`src/rtl/edge_buffer_rr_n.sv`:
```
// edge_buffer_rr_n: per-channel FIFOs for edge-PE results, drained by a
// work-conserving round-robin arbiter into one registered valid/ready output.
// With PKT_LOCK=1 the grant stays on one channel from the first word of a
// packet until its last word, so packets never interleave at the RS port.
module edge_buffer_rr_n #(
   parameter int NUM_CH   = 4,
   parameter int DW       = 64,
   parameter int DEPTH    = 4,
   parameter int PKT_LOCK = 1,
   parameter int CHW      = $clog2(NUM_CH)
) (
   input  logic                                   clk,
   input  logic                                   reset,
   input  logic [NUM_CH-1:0]                      in_valid,
   input  logic [NUM_CH*DW-1:0]                   in_data,
   input  logic [NUM_CH-1:0]                      in_last,
   output logic [NUM_CH-1:0]                      in_ready,
   output logic                                   out_valid,
   output logic [DW-1:0]                          out_data,
   output logic                                   out_last,
   output logic [CHW-1:0]                         out_ch,
   input  logic                                   out_ready,
   output logic                                   busy,
   output logic [NUM_CH*($clog2(DEPTH)+1)-1:0]    occ
);

   localparam int AW = $clog2(DEPTH);
   localparam int OW = AW + 1;
   localparam logic [OW-1:0]  FULL_CNT = OW'(DEPTH);
   localparam logic [CHW-1:0] LAST_CH  = CHW'(NUM_CH - 1);

   typedef enum logic {
      LOCK_IDLE,
      LOCK_HELD
   } lock_state_t;

   logic [DW-1:0]     mem_data [NUM_CH][DEPTH];
   logic              mem_last [NUM_CH][DEPTH];
   logic [AW-1:0]     rd_ptr   [NUM_CH];
   logic [AW-1:0]     wr_ptr   [NUM_CH];
   logic [OW-1:0]     cnt      [NUM_CH];

   logic [NUM_CH-1:0] push;
   logic [NUM_CH-1:0] pop;
   logic [NUM_CH-1:0] nonempty;
   logic [NUM_CH-1:0] eligible;
   logic [CHW-1:0]    rr_ptr;
   logic [CHW-1:0]    winner;
   logic [CHW-1:0]    cand;
   logic [CHW-1:0]    lock_ch;
   logic [CHW-1:0]    lock_ch_next;
   logic              found;
   logic              load;
   logic              pop_en;
   logic              head_last;
   lock_state_t       lock_state;
   lock_state_t       lock_state_next;

   // FIFO status from registered occupancy; a full FIFO refuses pushes even while being popped
   always_comb begin
      in_ready = '0;
      nonempty = '0;
      push     = '0;
      occ      = '0;
      for (int i = 0; i < NUM_CH; i++) begin
         in_ready[i]        = (cnt[i] != FULL_CNT);
         nonempty[i]        = (cnt[i] != '0);
         push[i]            = in_valid[i] & in_ready[i];
         occ[i*OW +: OW]    = cnt[i];
      end
   end

   // While a packet holds the lock only its channel may be granted, even if it is momentarily empty
   always_comb begin
      eligible = nonempty;
      if (lock_state == LOCK_HELD) begin
         eligible          = '0;
         eligible[lock_ch] = nonempty[lock_ch];
      end
   end

   // Round-robin search starting one past the last winner, wrapping at NUM_CH
   always_comb begin
      found  = 1'b0;
      winner = rr_ptr;
      cand   = rr_ptr;
      for (int k = 0; k < NUM_CH; k++) begin
         cand = (cand == LAST_CH) ? '0 : cand + CHW'(1);
         if (!found && eligible[cand]) begin
            found  = 1'b1;
            winner = cand;
         end
      end
   end

   // A pop happens only when the output register is free or being consumed this cycle
   always_comb begin
      load      = ~out_valid | out_ready;
      pop_en    = load & found;
      head_last = mem_last[winner][rd_ptr[winner]];
      pop       = '0;
      for (int i = 0; i < NUM_CH; i++) begin
         pop[i] = pop_en && (winner == CHW'(i));
      end
   end

   // Payload storage has no reset; the pointers and counters below define what is valid
   always_ff @(posedge clk) begin
      for (int i = 0; i < NUM_CH; i++) begin
         if (push[i]) begin
            mem_data[i][wr_ptr[i]] <= in_data[i*DW +: DW];
            mem_last[i][wr_ptr[i]] <= in_last[i];
         end
      end
   end

   // FIFO pointers wrap naturally; the occupancy counter tracks fill level separately
   always_ff @(posedge clk or negedge reset) begin
      if (!reset) begin
         for (int i = 0; i < NUM_CH; i++) begin
            rd_ptr[i] <= '0;
            wr_ptr[i] <= '0;
            cnt[i]    <= '0;
         end
      end else begin
         for (int i = 0; i < NUM_CH; i++) begin
            if (push[i]) wr_ptr[i] <= wr_ptr[i] + AW'(1);
            if (pop[i])  rd_ptr[i] <= rd_ptr[i] + AW'(1);
            case ({push[i], pop[i]})
               2'b10:   cnt[i] <= cnt[i] + OW'(1);
               2'b01:   cnt[i] <= cnt[i] - OW'(1);
               default: cnt[i] <= cnt[i];
            endcase
         end
      end
   end

   // Output register and round-robin pointer; both move only on an actual pop, so stalls keep everything stable
   always_ff @(posedge clk or negedge reset) begin
      if (!reset) begin
         rr_ptr    <= LAST_CH;
         out_valid <= 1'b0;
         out_data  <= '0;
         out_last  <= 1'b0;
         out_ch    <= '0;
      end else if (load) begin
         out_valid <= found;
         if (found) begin
            out_data <= mem_data[winner][rd_ptr[winner]];
            out_last <= head_last;
            out_ch   <= winner;
            rr_ptr   <= winner;
         end
      end
   end

   // Packet-lock state register
   always_ff @(posedge clk or negedge reset) begin
      if (!reset) begin
         lock_state <= LOCK_IDLE;
         lock_ch    <= '0;
      end else begin
         lock_state <= lock_state_next;
         lock_ch    <= lock_ch_next;
      end
   end

   // Lock on popping a non-last word, release on popping the locked channel's last word
   always_comb begin
      lock_state_next = lock_state;
      lock_ch_next    = lock_ch;
      if ((PKT_LOCK != 0) && pop_en) begin
         case (lock_state)
            LOCK_IDLE: begin
               if (!head_last) begin
                  lock_state_next = LOCK_HELD;
                  lock_ch_next    = winner;
               end
            end
            LOCK_HELD: begin
               if (head_last) lock_state_next = LOCK_IDLE;
            end
            default: lock_state_next = LOCK_IDLE;
         endcase
      end
   end

   // Activity flag for upstream idle detection
   assign busy = (|nonempty) | out_valid;

endmodule

```
`config.mk`:
```
export PLATFORM = sky130hd
export DESIGN_NAME = edge_buffer_rr_n
export DESIGN_NICKNAME = d
export VERILOG_FILES = /design/src/rtl/edge_buffer_rr_n.sv
export SDC_FILE = /design/constraint.sdc
export NUM_CORES = 1
export LEC_CHECK = 0
export BUFFER_PORTS_ARGS = -buffer_cell sky130_fd_sc_hd__buf_4
export CAP_MARGIN = 25
export CORE_UTILIZATION = 47
export DETAILED_ROUTE_END_ITERATION = 6
export GPL_TIMING_DRIVEN = 1
export HOLD_SLACK_MARGIN = 0.15
export PLACE_DENSITY = 0.64
export SYNTH_ARGS = -nofsm -noshare
export SYNTH_HDL_FRONTEND = slang
export SYNTH_SLANG_ARGS = --single-unit
```
`constraint.sdc`:
```
create_clock -name clk -period 4.78 [get_ports clk]
set_input_delay 0.717 -clock clk [delete_from_list [all_inputs] [get_ports clk]]
set_output_delay 0.717 -clock clk [all_outputs]
set_load 0.005 [all_outputs]
```
Word-level counts from Yosys, hierarchy flattened
Memories as Yosys holds them, arrays and structs flattened.
Cells that the tools add are included.

word-level totals
  register bits after elaboration = 101
  bits in latches = 0
  bits in writable memories = 1040
  memory bits (read-only) = 0
  input port bits = 267
  output and inout bits = 85
  logic and storage cells = 187
  memories = 2

cells by class
  $add $sub $neg = 20
  $mul = 0
  divide/modulo/power cells = 0
  magnitude comparators = 16
  equality and inequality tests = 19
  shifts and indexed selects = 0
  muxes and demuxes = 67
  bitwise operators = 17
  reductions and logical operators = 27

memories
  name      depth  bits a word  rd ports  clocked after Yosys merged registers in  wr ports  line  text
  mem_data  4      256          1         0                                        4         37    logic [DW-1:0] mem_data [NUM_CH][DEPTH];
  mem_last  4      4            1         0                                        4         38    logic mem_last [NUM_CH][DEPTH];

operators with widths
  kind                                                         number
  2-to-1 mux 256 bit                                           4
  demux 64 bit (select 2 bit)                                  4
  2-to-1 mux 64 bit                                            6
  binary-select mux 64 bit (select 2 bit)                      1
  adder 2 x 1 -> 2 bit (second input constant)                 12
  case mux 3 bit (2 select lines)                              4
  2-to-1 mux 1 bit                                             21
  == test 2 bit (second input constant)                        10
  2-to-1 mux 2 bit                                             10
  2-to-1 mux 4 bit                                             5
  greater-or-equal comparator 3 bit (second input constant)    6
  NOT 2 -> 3 bit                                               6
  less-than comparator 2 x 3 -> 1 bit (second input constant)  5
  adder 3 x 1 -> 3 bit (second input constant)                 4
  binary-select mux 1 bit (select 2 bit)                       6
  logical AND 1 bit                                            12
  less-than comparator 3 x 1 -> 1 bit (second input constant)  4
  inequality test 3 bit (second input constant)                4
  nonzero test 3 bit                                           4
  subtractor 3 x 1 -> 3 bit (second input constant)            4
  demux 1 bit (select 2 bit)                                   5
  == test 2 x 1 -> 1 bit (second input constant)               5
  nonzero test 2 bit                                           4
  bitwise AND 1 bit                                            5
  10 further kinds                                             15

Depth between registers and ports, before layout
  depth in word-level cells = 28
  gate-level depth with buffers = 18

Worst setup path after synthesis
Ideal clock, no wire load.

  path kind = reg2reg
  start = register rr_ptr[0]
  end = register cnt (netlist bit occ[8])
  arrival time = 3765 ps
  data required time = 4701 ps
  setup slack = 935 ps
  stages on the path, launching flop included = 18
  period minus slack after synthesis = 3845 ps
  cells stage by stage = dfstp_2 -> ha_1 -> nor2_1 -> o22a_1 -> a21oi_1 -> or3_1 -> o211a_1 -> buf_2 -> buf_2 -> buf_2 -> buf_2 -> nor3_1 -> ha_1 -> inv_1 -> fa_1 -> xor2_1 -> nor2_1 -> xor2_1

between the ends
  longest elaborated chain between the ends = 18

RTL lines
  what                                                                           line  text
  start: declaration                                                             47    logic [CHW-1:0] rr_ptr;
  start signal: assignment                                                       152   rr_ptr <= winner;
  parallel branches: the longest is 15 deep, another holds adder 2 x 1 -> 2 bit  n/a
  logical AND 1 bit (*)                                                          103   pop[i] = pop_en && (winner == CHW'(i));
  net pop[2]                                                                     44    logic [NUM_CH-1:0] pop;
  == test 2 x 1 -> 1 bit or == test 2 bit (tied branches)                        129   case ({push[i], pop[i]})
  case mux 3 bit (2 select lines) or nonzero test 2 bit (tied branches)          n/a
  end signal: indexed assignment                                                 130   2'b10: cnt[i] <= cnt[i] + OW'(1);
  end signal: indexed assignment                                                 131   2'b01: cnt[i] <= cnt[i] - OW'(1);
  end signal: indexed assignment                                                 132   default: cnt[i] <= cnt[i];
  end: declaration                                                               41    logic [OW-1:0] cnt [NUM_CH];

Mark *: on every way through the listed nets, which the timed path passes. The select of a mux whose other input is x is not followed.
A chain may end at the register's enable or synchronous reset.

Final worst setup path
  start = register cnt (netlist bit occ[5])
  end = register out_data[51]

between the ends
  longest elaborated chain between the ends = 25

RTL lines
  what                                                  line  text
  nonzero test 3 bit (*)                                67    nonempty[i] = (cnt[i] != '0);
  binary-select mux 1 bit (select 2 bit)                78    eligible[lock_ch] = nonempty[lock_ch];
  2-to-1 mux 1 bit (implied by the code)                78
  bitwise AND 4 bit (no source line)                    n/a
  2-to-1 mux 4 bit (*)                                  76    if (lock_state == LOCK_HELD) begin
  binary-select mux 1 bit (select 2 bit)                89    if (!found && eligible[cand]) begin
  2-to-1 mux 1 bit (implied by the code)                89
  2-to-1 mux 1 bit                                      89
  [... 7 more ...]                                      n/a
  logical AND 1 bit                                     89
  2-to-1 mux 2 bit                                      89
  NOT 2 -> 3 bit (implied by the code)                  149   out_data <= mem_data[winner][rd_ptr[winner]];
  binary-select mux 2 bit (select 2 bit)                149
  2-to-1 mux 2 bit (implied by the code) (2 in a row)   149
  NOT 2 -> 3 bit (implied by the code)                  149
  binary-select mux 64 bit (select 2 bit)               149
  2-to-1 mux 64 bit (implied by the code) (2 in a row)  149
  end signal: assignment                                149
  end: declaration                                      19    output logic [DW-1:0] out_data,

Mark *: on every way between the ends. The rest lies on a longest branch, timed or not. The select of a mux whose other input is x is not followed.

==> summary.txt <==
Logic synthesis
  • Avg Synthesized Cell Area: 12.6 um^2
  • Fraction of synthesis flops using an asynchronous set or reset pin: 0.0885
  • Proportion of synthesized chip area in sequential cells: 0.745
  • Unique cell type count in the Yosys netlist: ~50
  • Number of enable-type register cells in the synthesized netlist: around 1000
  • Gate count after technology mapping: roughly 3600
  • Post-synthesis net count: approximately 3900
  • FF+latch count, synth: ~1100
  • Synth Cell Area: approximately 0.045 mm^2
  • Most used DFF post-synth: edfxtp_1
  • Most frequent cell after synthesis: nand2_1
  • Number of warnings printed during yosys synthesis: 0
  • Leading cell types by total area after synthesis: edfxtp_1 (69%), nand2_1 (8.6%), nand3_1 (8.6%)
  • Cell type contributing the most total cell area after synthesis: edfxtp_1
  • Proportion of netlist area held by the largest area contributor: 0.689
  • Commonest cells in the netlist: nand2_1 (1042), edfxtp_1 (1040), nand3_1 (775)

Place
  • Routability Congestion: 0.837
  • Half-perimeter wire length of the detailed placement result: 73800 um
  • # port buffers: 351
  • Worst-case setup slack after placement: between 500 and 600 ps
  • Placed Cells: 5042

Route
  • Routed wire per std cell: about 25 um
  • DRC violation total after the first TritonRoute iteration: 3216
  • First drt pass iteration count: 6
  • Number of nets still failing antenna checks after routing: 0
  • Total via count in the routed design: ~30000
  • Average vias per placed instance: 5.69
  • Drt total wl: 130000 um
  • Post-detailed-route DRC marker count: 0

Critical path
  • Register-to-Register Path Depth: 12
  • Kind of launch point of the worst setup path: flop
  • Signal arrival time at the worst endpoint: between 5000 and 6000 ps
  • Origin of the worst setup path: occ[5]$_DFFE_PN0P_
  • Launching point of the worst reg2reg path: occ[5]$_DFFE_PN0P_
  • Required time reported for the critical path endpoint: 5390 ps
  • Destination of the critical timing path: out_data[51]$_DFFE_PN0P_
  • Maximum fanout along the worst path: just under 200
  • Worst-case register-to-register setup slack: about 380 ps
  • Class of the most critical setup path: flop to flop
  • Worst r2r dst: out_data[51]$_DFFE_PN0P_
  • Element type at the critical path end: flop

Floorplanning
  • Row cnt: 113
  • Initial core utilization: 0.475
  • Die outline width: 312 um
  • Ports placed on the boundary: 352
  • Core area: roughly 0.095 mm^2
  • Chip Height: between 300 and 400 um
  • Area enclosed by the die boundary: approximately 0.098 mm^2

Timing
  • Crit share post-route: 0.920
  • Slew at the pin closest to its max-slew limit: ~1100 ps
  • Post-Route Setup TNS: 0 ps
  • Final hold violation count: 0
  • Number of slew-limit violations in the final report: 0
  • Max transition margin: 0.256
  • Min cycle time layout: approximately 4400 ps
  • Final setup violation count: 0
  • Maximum clock frequency: about 230 MHz
  • Setup repair after global routing missed its margin: false
  • Final critical-path setup slack: approximately 380 ps
  • Final setup skew: about 26 ps

Final layout
  • Storage cell area: 0.0338 mm^2
  • Cell Count, Final, Fillers Out: 5270
  • Final net count: ~4200
  • Share of final-layout standard cells stronger than drive strength 1: 0.156
  • Fillers: ~7800
  • Area growth syn-to-layout: 18.0%
  • Total area of multi-input combinational cells: between 0.01 and 0.015 mm^2

Worst hold path
  • Worst Hold Class: input pin to flop

Global routing
  • Maximum number of pins on one net before global-route repair: between 200 and 250
  • Wire length of the first global-routing pass: 191000 um
  • Number of antenna violations at the first check in global routing: 26
  • Number of global-route vias before repair: around 29000
  • Global router's overall resource usage: 0.265
  • GRT overflow: 0

Clock tree
  • CTS clk-pin slew, worst paths: about 60 ps
  • Clk sinks: around 1100
  • Cell at the root of the clock tree: clkbuf_16
  • TritonCTS buffer count: roughly 120
  • H-tree depth reported by CTS: 3
  • Clock tree from TritonCTS: done
  • Clock latency of the later-clocked register in the worst-skew pair: slightly above 700 ps
  • Post-cts resize count: 0
  • CTS max path bufs: 3

Status
  • Run status: finished clean

Job
  • Total of max-cap violations: 0
## cell families after synthesis
| group | after synthesis | synth area share |
|---|---|---|
| flops | 1141 | 0.745 |
| simple gates | 1888 | 0.181 |
| fa+ha+maj | 25 | 0.00757 |
| xor+xnor | 24 | 0.00464 |
| buf+inv | 257 | 0.0236 |
| mux | 18 | 0.00414 |
| compound gates | 236 | 0.0340 |
## per-stage QoR
step / util / area, um^2 / hold slack [ps]
2_1_floorplan: - / 45300 / 421
3_3_place_gp: 0.518 / 49400 / 462
3_5_place_dp: 0.518 / 49400 / 473
4_1_cts: 0.560 / 53400 / 151
5_1_grt: 0.561 / 53400 / 175
6_report: 0.561 / 53400 / 201
## worst min-delay path by stage
stage | cells after the start | end | start | slack, ps
5_1_grt | 1 | mem_data[1][10]$_DFFE_PP_ | in_data[74] | 180
2_1_floorplan | 0 | lock_ch[0]$_DFFE_PN0P_ | reset | 420
3_5_place_dp | 1 | rd_ptr[5]$_DFFE_PN0P_ | rd_ptr[5]$_DFFE_PN0P_ | 470
6_report | 1 | mem_data[2][138]$_DFFE_PP_ | in_data[138] | 200
4_1_cts | 1 | mem_data[0][198]$_DFFE_PP_ | in_data[6] | 150
3_3_place_gp | 1 | rd_ptr[5]$_DFFE_PN0P_ | rd_ptr[5]$_DFFE_PN0P_ | 460
## routing by layer
layer / track usage / up-vias / share of wire
li1: - / 13500 / -
met1: 0.376 / 14900 / 0.42
met2: 0.418 / 1304 / 0.47
met3: 0.0481 / 212 / 0.081
met4: 0.0758 / 34 / 0.021
met5: 0 / - / 0.0017
## layout make-up
class | count | area share
clock inverter | 70 | 0.0167
antenna | 9 | 0.000421
timing repair buffer | 417 | 0.0630
tap | 1265 | 0.0296
inverter | 31 | 0.00218
multi-input combinational | 2191 | 0.199
clock buffer | 146 | 0.0575
sequential | 1141 | 0.632
## layout by cell type (no fill, tap or decap), types with 8 or more instances in the layout
| cell type | n |
|---|---|
| nand3_1 | 775 |
| nor2_1 | 18 |
| a211o_1 | 65 |
| nand2_1 | 1039 |
| buf_12 | 15 |
| o21ai_0 | 8 |
| buf_4 | 397 |
| clkbuf_1 | 23 |
| inv_1 | 30 |
| clkinv_1 | 18 |
| and3_4 | 16 |
| clkbuf_8 | 8 |
| mux2i_1 | 13 |
| diode_2 | 9 |
| clkbuf_16 | 115 |
| edfxtp_1 | 1040 |
| clkinv_2 | 24 |
| ha_1 | 21 |
| a21oi_1 | 133 |
| xnor2_1 | 12 |
| nand4_1 | 8 |
| bufinv_16 | 19 |
| dfrtp_1 | 99 |
| xor2_1 | 12 |
## sequential cells by signal, indices dropped and copies added (netlist names)
name and flops:
lock_ch 2, lock_state 1, mem_data 1024, mem_last 16
occ 12, out_ch 2, out_data 64, out_last 1
out_valid 1, rd_ptr 8, rr_ptr 2, wr_ptr 8
## worst max-delay path: stages, from the launching register on
cell and delay, ps:
dfrtp_1 410, nor3_1 440, a21oi_1 120, a311oi_1 530
nand4_1 300, o211ai_4 240, buf_4 590, buf_12 630
nand2_1 150, nand3_1 130, nand3_1 80, and3_1 190
o31ai_1 190
## what timing repair did
action,CTS,global route
buffers inserted,0,0
hold buffers,2,0
hold endpoints to repair,55,0
Power is left out: the tool's default activity adds up to more than one toggle a clock period on the data nets, which glitch-free logic cannot reach.
